`config.mk`:
```
export PLATFORM = sky130hd
export DESIGN_NAME = cv32e40x_instr_aligner
export DESIGN_NICKNAME = d
export VERILOG_FILES = /design/src/rtl/cv32e40x_pkg.sv /design/src/rtl/cv32e40x_instr_aligner.sv
export SDC_FILE = /design/constraint.sdc
export NUM_CORES = 1
export LEC_CHECK = 0
export BUFFER_PORTS_ARGS = -buffer_cell sky130_fd_sc_hd__clkbuf_2
export CAP_MARGIN = 20
export CORE_UTILIZATION = 40
export CTS_BUF_LIST = sky130_fd_sc_hd__clkbuf_4
export DETAILED_ROUTE_END_ITERATION = 7
export PLACE_DENSITY = 0.75
export SKIP_LAST_GASP = 1
export SLEW_MARGIN = 0
export SYNTH_ARGS = -nofsm -noshare
export SYNTH_HDL_FRONTEND = slang
export SYNTH_SLANG_ARGS = --single-unit
```
`constraint.sdc`:
```
create_clock -name clk -period 5.14 [get_ports clk]
set_clock_uncertainty 0.1 [all_clocks]
set_input_delay 0.257 -clock clk [delete_from_list [all_inputs] [get_ports clk]]
set_output_delay 0.257 -clock clk [all_outputs]
set_load 0.05 [all_outputs]
```
`src/rtl/cv32e40x_pkg.sv`:
```
// Shared types for the instruction aligner.
// Holds the aligner FSM encoding and the compressed-instruction test.
package cv32e40x_pkg;

    typedef enum logic [1:0] {
        ALIGNED    = 2'd0,
        RESIDUAL   = 2'd1,
        BRANCH_MIS = 2'd2
    } aligner_state_e;

    function automatic logic is_compressed(logic [1:0] lsb);
        return lsb != 2'b11;
    endfunction

endpackage

```
`src/rtl/cv32e40x_instr_aligner.sv`:
```
// Instruction aligner: fetch words in, one whole instruction out per handshake.
// Define CV32E40X_ALIGNER_BUS_ERR_EN to propagate fetch bus errors.
module cv32e40x_instr_aligner
    import cv32e40x_pkg::*;
(
    input  logic        clk,
    input  logic        rst_n,
    input  logic        fetch_valid_i,
    output logic        fetch_ready_o,
    input  logic [31:0] fetch_rdata_i,
    input  logic        fetch_err_i,
    input  logic        branch_i,
    input  logic [31:0] branch_addr_i,
    output logic        instr_valid_o,
    input  logic        instr_ready_i,
    output logic [31:0] instr_rdata_o,
    output logic [31:0] instr_pc_o,
    output logic        instr_compressed_o,
    output logic        instr_bus_err_o
);

    aligner_state_e state_q, state_n, adv_state;
    logic [15:0]    res_q, res_n, adv_res;
    logic [31:0]    pc_q, pc_n;
    logic           armed_q;
    logic           err_q, err_n;
    logic           err_out;
    logic           word_err;
    logic           valid;
    logic           comp;
    logic           hs;

`ifdef CV32E40X_ALIGNER_BUS_ERR_EN
    assign word_err = fetch_valid_i && fetch_err_i;
`else
    logic unused_fetch_err;
    assign unused_fetch_err = fetch_err_i;
    assign word_err = 1'b0;
`endif

    always_comb begin
        state_n       = state_q;
        res_n         = res_q;
        pc_n          = pc_q;
        err_n         = err_q;
        adv_state     = state_q;
        adv_res       = res_q;
        valid         = 1'b0;
        comp          = 1'b0;
        err_out       = 1'b0;
        fetch_ready_o = 1'b0;
        instr_rdata_o = 32'h0;
        hs            = 1'b0;

        // Nothing leaves the aligner before the boot redirect arrives.
        if (armed_q && !branch_i) begin
            unique case (state_q)
                ALIGNED: begin
                    valid         = fetch_valid_i;
                    fetch_ready_o = instr_ready_i;
                    instr_rdata_o = fetch_rdata_i;
                    if (word_err) begin
                        err_out = 1'b1;
                    end else if (is_compressed(fetch_rdata_i[1:0])) begin
                        instr_rdata_o = {16'h0, fetch_rdata_i[15:0]};
                        comp          = 1'b1;
                        adv_res       = fetch_rdata_i[31:16];
                        adv_state     = RESIDUAL;
                    end
                end
                RESIDUAL: begin
                    if (is_compressed(res_q[1:0])) begin
                        valid         = 1'b1;
                        comp          = 1'b1;
                        instr_rdata_o = {16'h0, res_q};
                        adv_state     = ALIGNED;
                    end else begin
                        valid         = fetch_valid_i;
                        fetch_ready_o = instr_ready_i;
                        instr_rdata_o = {fetch_rdata_i[15:0], res_q};
                        if (word_err) begin
                            err_out   = 1'b1;
                            adv_res   = 16'h0;
                            adv_state = ALIGNED;
                        end else begin
                            adv_res = fetch_rdata_i[31:16];
                        end
                    end
                end
                BRANCH_MIS: begin
                    if (word_err) begin
                        valid         = 1'b1;
                        err_out       = 1'b1;
                        fetch_ready_o = instr_ready_i;
                        instr_rdata_o = fetch_rdata_i;
                        adv_res       = 16'h0;
                        adv_state     = ALIGNED;
                    end else begin
                        // Low half precedes the target: drop it, keep the upper.
                        fetch_ready_o = 1'b1;
                        if (fetch_valid_i) begin
                            res_n   = fetch_rdata_i[31:16];
                            state_n = RESIDUAL;
                        end
                    end
                end
                default: ;
            endcase

            hs = valid && instr_ready_i;
            if (hs) begin
                pc_n    = pc_q + (comp ? 32'd2 : 32'd4);
                res_n   = adv_res;
                state_n = adv_state;
                if (err_out) begin
                    err_n = 1'b1;
                end
            end
        end

        if (branch_i) begin
            pc_n    = branch_addr_i;
            res_n   = 16'h0;
            err_n   = 1'b0;
            state_n = branch_addr_i[1] ? BRANCH_MIS : ALIGNED;
        end
    end

    always_ff @(posedge clk or negedge rst_n) begin
        if (!rst_n) begin
            state_q <= ALIGNED;
            res_q   <= 16'h0;
            pc_q    <= 32'h0;
            armed_q <= 1'b0;
            err_q   <= 1'b0;
        end else begin
            state_q <= state_n;
            res_q   <= res_n;
            pc_q    <= pc_n;
            err_q   <= err_n;
            if (branch_i) begin
                armed_q <= 1'b1;
            end
        end
    end

    assign instr_valid_o      = valid;
    assign instr_compressed_o = comp;
    assign instr_pc_o         = pc_q;
    assign instr_bus_err_o    = err_q | err_out;

endmodule

```
After elaboration in Yosys (flattened, before gate mapping)
Index checks and enable logic that the tools add are counted.
{"block": "op_classes", "n_addsub": 1, "eq_ne": 8, "n_mux": 43, "bitwise": 1, "n_reduce_logical": 13}
{"operator": "2-to-1 mux 32 bit", "n": 6}
{"operator": "2-to-1 mux 16 bit", "n": 7}
{"operator": "case mux 32 bit (2 select lines)", "n": 1}
{"operator": "adder 32 x 3 -> 32 bit", "n": 1}
{"operator": "case mux 16 bit (2 select lines)", "n": 1}
{"operator": "2-to-1 mux 2 bit", "n": 8}
{"operator": "2-to-1 mux 1 bit", "n": 15}
{"operator": "inequality test 4 bit (second input constant)", "n": 3}
{"operator": "AND reduction 6 bit", "n": 2}
{"operator": "nonzero test 2 bit", "n": 3}
{"operator": "nonzero test 3 bit", "n": 2}
{"operator": "inequality test 2 bit (second input constant)", "n": 2}
{"operator": "inequality test 4 x 2 -> 1 bit (second input constant)", "n": 1}
{"operator": "case mux 1 bit (2 select lines)", "n": 2}
{"operator": "case mux 2 bit (2 select lines)", "n": 1}
{"operator": "2-to-1 mux 3 bit", "n": 1}
{"operator": "case mux 1 bit (3 select lines)", "n": 1}
{"operator": "AND reduction 3 bit", "n": 1}
{"operator": "equality test 2 x 1 -> 1 bit (second input constant)", "n": 1}
{"operator": "equality test 2 bit (second input constant)", "n": 1}
{"operator": "logical AND 1 bit", "n": 2}
{"operator": "logical NOT 2 bit", "n": 1}
{"operator": "AND reduction 2 bit", "n": 1}
{"operator": "logical NOT 1 bit", "n": 1}
{"operator": "bitwise OR 1 bit", "n": 1}
{"block": "word_totals", "regBits": 52, "input_bits": 70, "out_inout_bits": 68, "wordCells": 71}

Logic depth before layout (Yosys ltp)
Gate-level depths: netlist of the first run.
{"block": "logic_depth", "word_depth": 9, "ltp_mapped": 12, "mapped_depth_nobuf": 11}

Worst setup path before layout of the first run
OpenSTA, ideal clock, no wires.
{"block": "synth_path", "path_kind": "register -> register", "from": "register state_q[0]", "to": "register pc_q[27] (netlist: instr_pc_o[27])", "setup_time_ns": 0.125, "arrival_ns": 2.746, "t_required_ns": 4.915, "path_slack_ns": 2.169, "path_stages_with_launch": 13, "path_buffers": 1, "period_less_slack_ns": 2.971, "cell_sequence": "dfrtp_1 buf_2 inv_2 o211ai_1 inv_1 ha_1 inv_1 fa_1 and4bb_1 o2111ai_1 nor4_2 xor2_1 mux2_2"}
{"block": "synth_via", "elab_chain_cells": 8, "word_cells_on_any_way": 14, "cone_classes": "add/sub (1); eq/ne (1); mux (8); reduce/logical (4)"}
{"item": "from (decl)", "line": "cv32e40x_instr_aligner.sv:22", "text": "aligner_state_e state_q, state_n, adv_state;"}
{"item": "from (signal assigned)", "line": "cv32e40x_instr_aligner.sv:137", "text": "state_q <= state_n;"}
{"item": "equality test 2 x 1 -> 1 bit or logical NOT 2 bit (tied branches)", "line": "cv32e40x_instr_aligner.sv:57", "text": "unique case (state_q)"}
{"item": "case mux 1 bit (2 select lines)", "line": "cv32e40x_instr_aligner.sv:57"}
{"item": "2-to-1 mux 1 bit", "line": "cv32e40x_instr_aligner.sv:56", "text": "if (armed_q && !branch_i) begin"}
{"item": "2-to-1 mux 3 bit", "line": "cv32e40x_instr_aligner.sv:112", "text": "pc_n = pc_q + (comp ? 32'd2 : 32'd4);"}
{"item": "adder 32 x 3 -> 32 bit", "line": "cv32e40x_instr_aligner.sv:112"}
{"item": "2-to-1 mux 32 bit", "line": "cv32e40x_instr_aligner.sv:111", "text": "if (hs) begin"}
{"item": "2-to-1 mux 32 bit", "line": "cv32e40x_instr_aligner.sv:56"}
{"item": "2-to-1 mux 32 bit", "line": "cv32e40x_instr_aligner.sv:121", "text": "if (branch_i) begin"}
{"item": "to (signal assigned)", "line": "cv32e40x_instr_aligner.sv:139", "text": "pc_q <= pc_n;"}
{"item": "to (decl)", "line": "cv32e40x_instr_aligner.sv:24", "text": "logic [31:0] pc_q, pc_n;"}
Parallel ways exist; a longest one is shown, timed or not. The select of a mux whose other input is x is not followed.
A chain may end at the register's enable or synchronous reset.

Worst setup path after layout of the first run
Ends and elaborated chain as after synthesis.

==> results of run 1 <==
## path summary, 6_finish.rpt
path / to / cells past startpoint
max: instr_pc_o[27] / 12
min: instr_pc_o[8] / 3
max reg2reg: instr_pc_o[27] / 12
min reg2reg: instr_pc_o[0] / 1
max in group asynchronous: instr_pc_o[0] / 3
min in group asynchronous: instr_pc_o[24] / 3
## synthesized netlist by cell type, types with 7 or more instances
cell	number
a22oi_1	15
buf_2	7
nor4_2	12
nor2_1	55
clkbuf_1	12
xnor2_1	23
nand2_1	36
nor3_1	11
dfrtp_1	52
mux2i_1	33
nand3_1	13
o21ai_1	27
inv_1	8
## sequential cells by signal (all words and copies together), names as in the netlist
signal	count
armed_q	1
res_q	16
state_q	2
instr_pc_o	32
err_q	1
## power groups by stage
stage | registers, µW | clock network (µW) | logic (µW)
2_1_floorplan | 571 | 0 | 218
3_3_place_gp | 490 | 0 | 408
3_5_place_dp | 493 | 0 | 414
4_1_cts | 485 | 250 | 433
5_1_grt | 492 | 266 | 472
6_report | 486 | 244 | 440
## routing by layer
layer | routed length, µm | track usage
met1 | 4010 | 0.273
met2 | 4700 | 0.387
met3 | 380 | 0.0301
met4 | 178 | 0.0795
met5 | 0 | 0
## area by class of cell
type                       count  share of cell area
tap                          102              0.0285
sequential                    52               0.291
timing repair buffer         174               0.234
clock inverter                 2             0.00782
clock buffer                   6              0.0101
multi-input combinational    281               0.421
inverter                      10             0.00838
## cells in the final DEF (no fill, tap or decap), types with 7 or more instances in the layout
master | netlist | routed
o21ai_1 | 27 | 27
buf_4 | 0 | 7
nand2_1 | 36 | 36
a22oi_1 | 15 | 15
dfrtp_1 | 52 | 52
dlygate4sd3_1 | 0 | 30
mux2i_1 | 33 | 33
nor4_2 | 12 | 12
nor2_1 | 55 | 55
xnor2_1 | 23 | 23
clkbuf_2 | 0 | 136
nand3_1 | 13 | 13
nor3_1 | 11 | 10
inv_1 | 8 | 8
## through the flow
stage / hold slack, ns / area (µm²) / total power [µW] / cells
final: 0.0107 / 4480 / 1170 / 627
after global routing: 0.00798 / 4480 / 1230 / 627
after CTS: 0.00249 / 4430 / 1170 / 622
after detailed placement: 0.325 / 4060 / 907 / 585
after global placement: 0.319 / 4060 / 898 / 585
after floorplan: -0.139 / 3310 / 789 / 365
## cell families after synthesis
kind of cell    Yosys count
compound gates           57
xor+xnor                 29
fa+ha+maj                 3
buf+inv                  32
flops                    52
mux                      40
simple gates            152
## worst max-delay path: cells and delay by family, from the launching register on
kind	cells	cell delay, ns
adder cells (fa/ha/maj)	2	0.65
multiplexers	1	0.27
XOR/XNOR	1	0.09
AND/OR/NAND/NOR	3	0.94
AO/OA/AOI/OAI	2	0.46
buffers and inverters	3	0.48
flip-flops	1	0.35
## timing repair
action                    CTS  global route
hold buffers               29             1
hold endpoints to repair   80             1
resized for setup           0             0
==> impl_metrics.json, run 1 <==
{
  "status": "finished, final reports clean",
  "maxCapViolCount": 0,
  "cp.required_ns": 5.34,
  "finalSetupTns_ns": 0,
  "synth.net_count": 438,
  "regArea_um2": 1300,
  "postRouteAntennaNets": 0,
  "grt_max_degree": 71,
  "boundaryPins": 138,
  "slew_viol_final": 0,
  "clk_pin_slew_ns": 0.17,
  "async_reset_ff_frac": 1.00,
  "synth_seq_area_share": 0.393,
  "period_needed_ns": 3.43,
  "fp.dieW_um": 93.0,
  "critical_path.max_fanout": 21,
  "powerDensity_nw_per_um2": 261,
  "setup_violations": 0,
  "gp_congestion": 0.804,
  "synth.distinct_cells": 45,
  "cp_common_cell": "inv_1",
  "synth_largest_area_cell": "dfrtp_1",
  "r2r-start": "state_q[0]",
  "worstHoldPathType": "in -> reg",
  "critPathMaxStageDelay_ns": 0.48,
  "synth_edf_count": 0,
  "worst-setup-path-type": "reg -> reg",
  "drt_iter0_drc": 210,
  "cts_tree": "done",
  "preCtsSetupSlack_ns": 1.69,
  "cp.arrival_ns": 3.63,
  "port_buffers": 136,
  "drc": 0,
  "start_util": 0.420,
  "htree_levels": 2,
  "relSlewSlack": 0.272,
  "avgSynthCellArea_um2": 9.08,
  "path_cells": "buf_4 -> nand3b_1 -> o211ai_1 -> inv_1 -> ha_1 -> inv_1 -> fa_1 -> and4bb_1 -> o2111ai_1 -> nor4_2 -> xor2_1 -> mux2_2",
  "p_leak_uw": 0.00202,
  "grt_pass1_wl_um": 15100,
  "synth_top_family_by_area": "simple AND/OR/NAND/NOR gates",
  "clock_sinks": 52,
  "drtPass1Iterations": 4,
  "hpwlAfterDp_um": 6490,
  "synth-compound-area-share": 0.109,
  "finalCritPeriodShare": 0.668,
  "grt_use_total": 0.220,
  "worstSetupStartpoint": "state_q[0]",
  "internal-power_uw": 696,
  "fin_nets": 597,
  "final_hold_viol_count": 0,
  "synth_fa_ha_area_frac": 0.0136,
  "layout-drive-gt1-share": 0.339,
  "yosysTopAreaCellShare": 0.393,
  "syn_area_um2": 3310,
  "worst_pin_slew_ns": 1.09,
  "syn_inst": 365,
  "num_vias": 3275,
  "synth_xor_area_frac": 0.0767,
  "antenna_cells": 0,
  "p_clk_frac": 0.209,
  "std_cell_rows": 32,
  "routed_wl_um": 9260,
  "nFillCells": 705,
  "overflow": 0,
  "synth_seq_cells": 52,
  "area_growth_syn_to_layout_pct": 35.2,
  "cts_setup_buffers": 0,
  "utilization": 0.568,
  "cts_buffers": 5,
  "max_freq_mhz": 291,
  "wl_per_cell_um": 14.8,
  "root_buffer": "clkbuf_4",
  "cp-end-kind": "flop",
  "die_area_um2": 8650,
  "worst_path_max_delay_cell": "fa_1",
  "multi_input_area_um2": 1880,
  "power_frac_seq": 0.415,
  "r2r_setup_slack_ns": 1.71,
  "via_per_inst": 5.22,
  "peakVddDrop_v": 0.000111,
  "p_switching_uw": 475,
  "crit_path_start_kind": "flop",
  "worst_slack_ns": 1.71,
  "synth_flop_cell": "dfrtp_1",
  "synth-simple-area-share": 0.244,
  "core_area_um2": 7890,
  "grt_pass1_vias": 3220,
  "synthMuxAreaShare": 0.123,
  "grt_setup_unrepaired": "false",
  "min_from": "branch_addr_i[8]",
  "synthTopCellsByArea": "dfrtp_1 39%, mux2i_1 10%, nor2_1 6.2%",
  "p_sw_frac": 0.405,
  "clk_path_buf_depth": 2,
  "yosysWarnings": 0,
  "die_h_um": 93.0,
  "antenna_found_initial": 0,
  "clkLatencyLatePin_ns": 0.39,
  "power_frac_comb": 0.376
}
Power figures use the tool's default switching activity.
==> inputs of run 2 (changes only) <==
--- a/config.mk
+++ b/config.mk
@@ -5,12 +5,13 @@
 export SDC_FILE = /design/constraint.sdc
 export NUM_CORES = 1
 export LEC_CHECK = 0
+export ABC_AREA = 1
 export BUFFER_PORTS_ARGS = -buffer_cell sky130_fd_sc_hd__clkbuf_2
 export CAP_MARGIN = 20
 export CORE_UTILIZATION = 40
 export CTS_BUF_LIST = sky130_fd_sc_hd__clkbuf_4
 export DETAILED_ROUTE_END_ITERATION = 7
-export PLACE_DENSITY = 0.75
+export PLACE_DENSITY = 0.74
 export SKIP_LAST_GASP = 1
 export SLEW_MARGIN = 0
 export SYNTH_ARGS = -nofsm -noshare
==> constraint.sdc (replaced) <==
create_clock -name clk -period 3.1 [get_ports clk]
set_clock_uncertainty 0.1 [all_clocks]
set_input_delay 0.155 -clock clk [delete_from_list [all_inputs] [get_ports clk]]
set_output_delay 0.155 -clock clk [all_outputs]
set_load 0.05 [all_outputs]
==> impl_metrics.json, run 2 <==
{
  "period_needed_ns": 2.80,
  "synth_seq_area_share": 0.319,
  "max_freq_mhz": 358,
  "overflow": 0,
  "port_buffers": 136,
  "clk_pin_slew_ns": 0.16,
  "fp.dieW_um": 103,
  "async_reset_ff_frac": 1.00,
  "min_from": "branch_addr_i[25]",
  "synthTopCellsByArea": "dfrtp_1 32%, nand2_1 24%, nor2_1 12%",
  "worst-setup-path-type": "reg -> reg",
  "synth_largest_area_cell": "dfrtp_1",
  "synth_commonest_cells": "261 x nand2_1, 126 x nor2_1, 52 x dfrtp_1, 52 x inv_1, 30 x nand3_1",
  "start_util": 0.415,
  "reg2reg_depth": 14,
  "cp.arrival_ns": 2.98,
  "die_area_um2": 10600,
  "grt_max_degree": 43,
  "cp-end-kind": "flop",
  "r2r-start": "state_q[1]",
  "layout_commonest_cell": "nand2_1",
  "clock_sinks": 52,
  "critical_path.max_fanout": 8,
  "synth_seq_cells": 52,
  "grt_pass1_wl_um": 19100,
  "setup_violations": 0,
  "root_buffer": "clkbuf_4",
  "layout-drive-gt1-share": 0.205,
  "clk_path_buf_depth": 2,
  "area_growth_syn_to_layout_pct": 27.1,
  "drc": 0,
  "peakVddDrop_v": 0.000193,
  "antenna_found_initial": 0,
  "via_per_inst": 4.86,
  "slew_viol_final": 0,
  "num_vias": 4606,
  "final_hold_viol_count": 0,
  "syn_inst": 666,
  "utilization": 0.528,
  "hold_slack_ns": 0.00197,
  "status": "finished, final reports clean",
  "r2r_setup_slack_ns": 0.30,
  "crit_path_start_kind": "flop",
  "synth_flop_cell": "dfrtp_1",
  "synth.net_count": 739,
  "postRouteAntennaNets": 0,
  "yosysMostFrequentCell": "nand2_1",
  "wl_per_cell_um": 12.3,
  "synthMuxAreaShare": 0,
  "worstHoldPathType": "in -> reg",
  "worstReg2RegEnd": "instr_pc_o[31]",
  "htree_levels": 2,
  "core_area_um2": 9820,
  "report.power.total_uw": 2480,
  "synth-compound-area-share": 0.0912,
  "yosysTopAreaCellShare": 0.319,
  "final_cell_mix": "261 x nand2_1, 136 x clkbuf_2, 125 x nor2_1",
  "cp.required_ns": 3.28,
  "boundaryPins": 138,
  "worst_pin_slew_ns": 0.846,
  "drtPass1Iterations": 5,
  "yosysWarnings": 0,
  "cts_buffers": 5,
  "synth_top_family_by_area": "simple AND/OR/NAND/NOR gates",
  "synth_edf_count": 0,
  "cts_setup_buffers": 0,
  "grt_pass1_vias": 4093,
  "p_leak_uw": 0.00276,
  "clkLatencyLatePin_ns": 0.39,
  "synth_xor_area_frac": 0.0129,
  "finalSetupTns_ns": 0,
  "gp_congestion": 0.878,
  "powerDensity_nw_per_um2": 479,
  "largest_register_ff_count": 32,
  "synth-simple-area-share": 0.477,
  "antenna_cells": 0,
  "routed_wl_um": 11700,
  "die_h_um": 103,
  "grt_use_total": 0.229,
  "cts_tree": "done",
  "syn_area_um2": 4080,
  "synth_fa_ha_area_frac": 0.0110,
  "std_cell_rows": 36,
  "crit_end": "instr_pc_o[31]",
  "grt_setup_unrepaired": "false",
  "drt_iter0_drc": 184,
  "maxCapViolCount": 0,
  "synth.distinct_cells": 33,
  "hpwlAfterDp_um": 8580,
  "avgSynthCellArea_um2": 6.12,
  "relSlewSlack": 0.436,
  "worstSetupStartpoint": "state_q[1]",
  "finalCritPeriodShare": 0.902,
  "fin_nets": 887
}
==> run 2: cell count changes in the layout (fill, tap and decap cells not counted), moves of 10 or more <==
| cell | change |
|---|---|
| xnor2_1 | -20 |
| mux2i_1 | -33 |
| nand4_1 | +15 |
| inv_1 | +43 |
| nor2_1 | +70 |
| nor4_2 | -12 |
| nand3_1 | +17 |
| o21ai_1 | -22 |
| nor3_1 | -10 |
| a21oi_1 | +16 |
| o21ai_0 | +13 |
| nand2_1 | +225 |
| nand3b_1 | +11 |
==> run 2: timing repair <==
action | 4_1_cts | 5_1_grt
resized for setup | 0 | 2
hold buffers | 28 | 0
endpoints found under the setup margin | 0 | 1
hold endpoints to repair | 45 | 0
==> run 2: critical path, cell delays in order (launching register included) <==
cell and delay (ns):
dfrtp_2 0.52, nor2_8 0.14, nand2_4 0.06, nand2_1 0.14
ha_1 0.23, inv_1 0.07, fa_1 0.47, nor2_4 0.23
nand2_1 0.21, nor2_2 0.21, nand2_1 0.07, nand2_1 0.06
nand3_1 0.06, nand2_1 0.07, nand2_1 0.05
==> run 2: cells by family (layout without fill, tap and decap cells) <==
kind of cell,Yosys count,after routing
adders and majority gates,3,3
DFF,52,52
xor gates and xnor gates,6,6
AOI/OAI and AO/OA,62,62
and+or+nand+nor,459,459
buffers and inverters,84,233
==> run 2: worst min-delay path by stage <==
stage                     slack, ns             end  cells past startpoint
after global placement         0.03  instr_pc_o[20]                      1
after detailed placement       0.02  instr_pc_o[20]                      1
after floorplan               -0.24         armed_q                      0
final                         0.002  instr_pc_o[25]                      5
after global routing           0.01   instr_pc_o[8]                      5
after CTS                     0.002  instr_pc_o[26]                      5
==> run 2: metal layers <==
metal	vias to the layer above	share of wire	track usage
li1	2395	-	-
met1	2023	0.45	0.288
met2	172	0.47	0.403
met3	16	0.059	0.0386
met4	0	0.022	0.0639
met5	-	0	0
==> run 2: through the flow <==
stage	cells	setup slack (ns)	instance area, µm²
2_1_floorplan	666	0.505	4080
3_3_place_gp	912	0.365	4820
3_5_place_dp	912	0.299	4820
4_1_cts	948	0.257	5180
5_1_grt	948	0.0467	5180
6_report	948	0.305	5180
==> run 2: where the power goes <==
part | total, µW | switching, µW | internal, µW
sequential | 935 | 150 | 785
clock | 396 | 228 | 168
combinational | 1150 | 825 | 325
total | 2480 | 1200 | 1280
==> run 2: cell type report <==
type                    count  area [µm²]
fillers                  1031        4640
clock inverters             3        42.5
flip-flops and latches     52        1300
repair buffers            171        1010
multi-input cells         530        2410
inverters                  54         203
well taps                 133         166
clock buffers               5        37.5
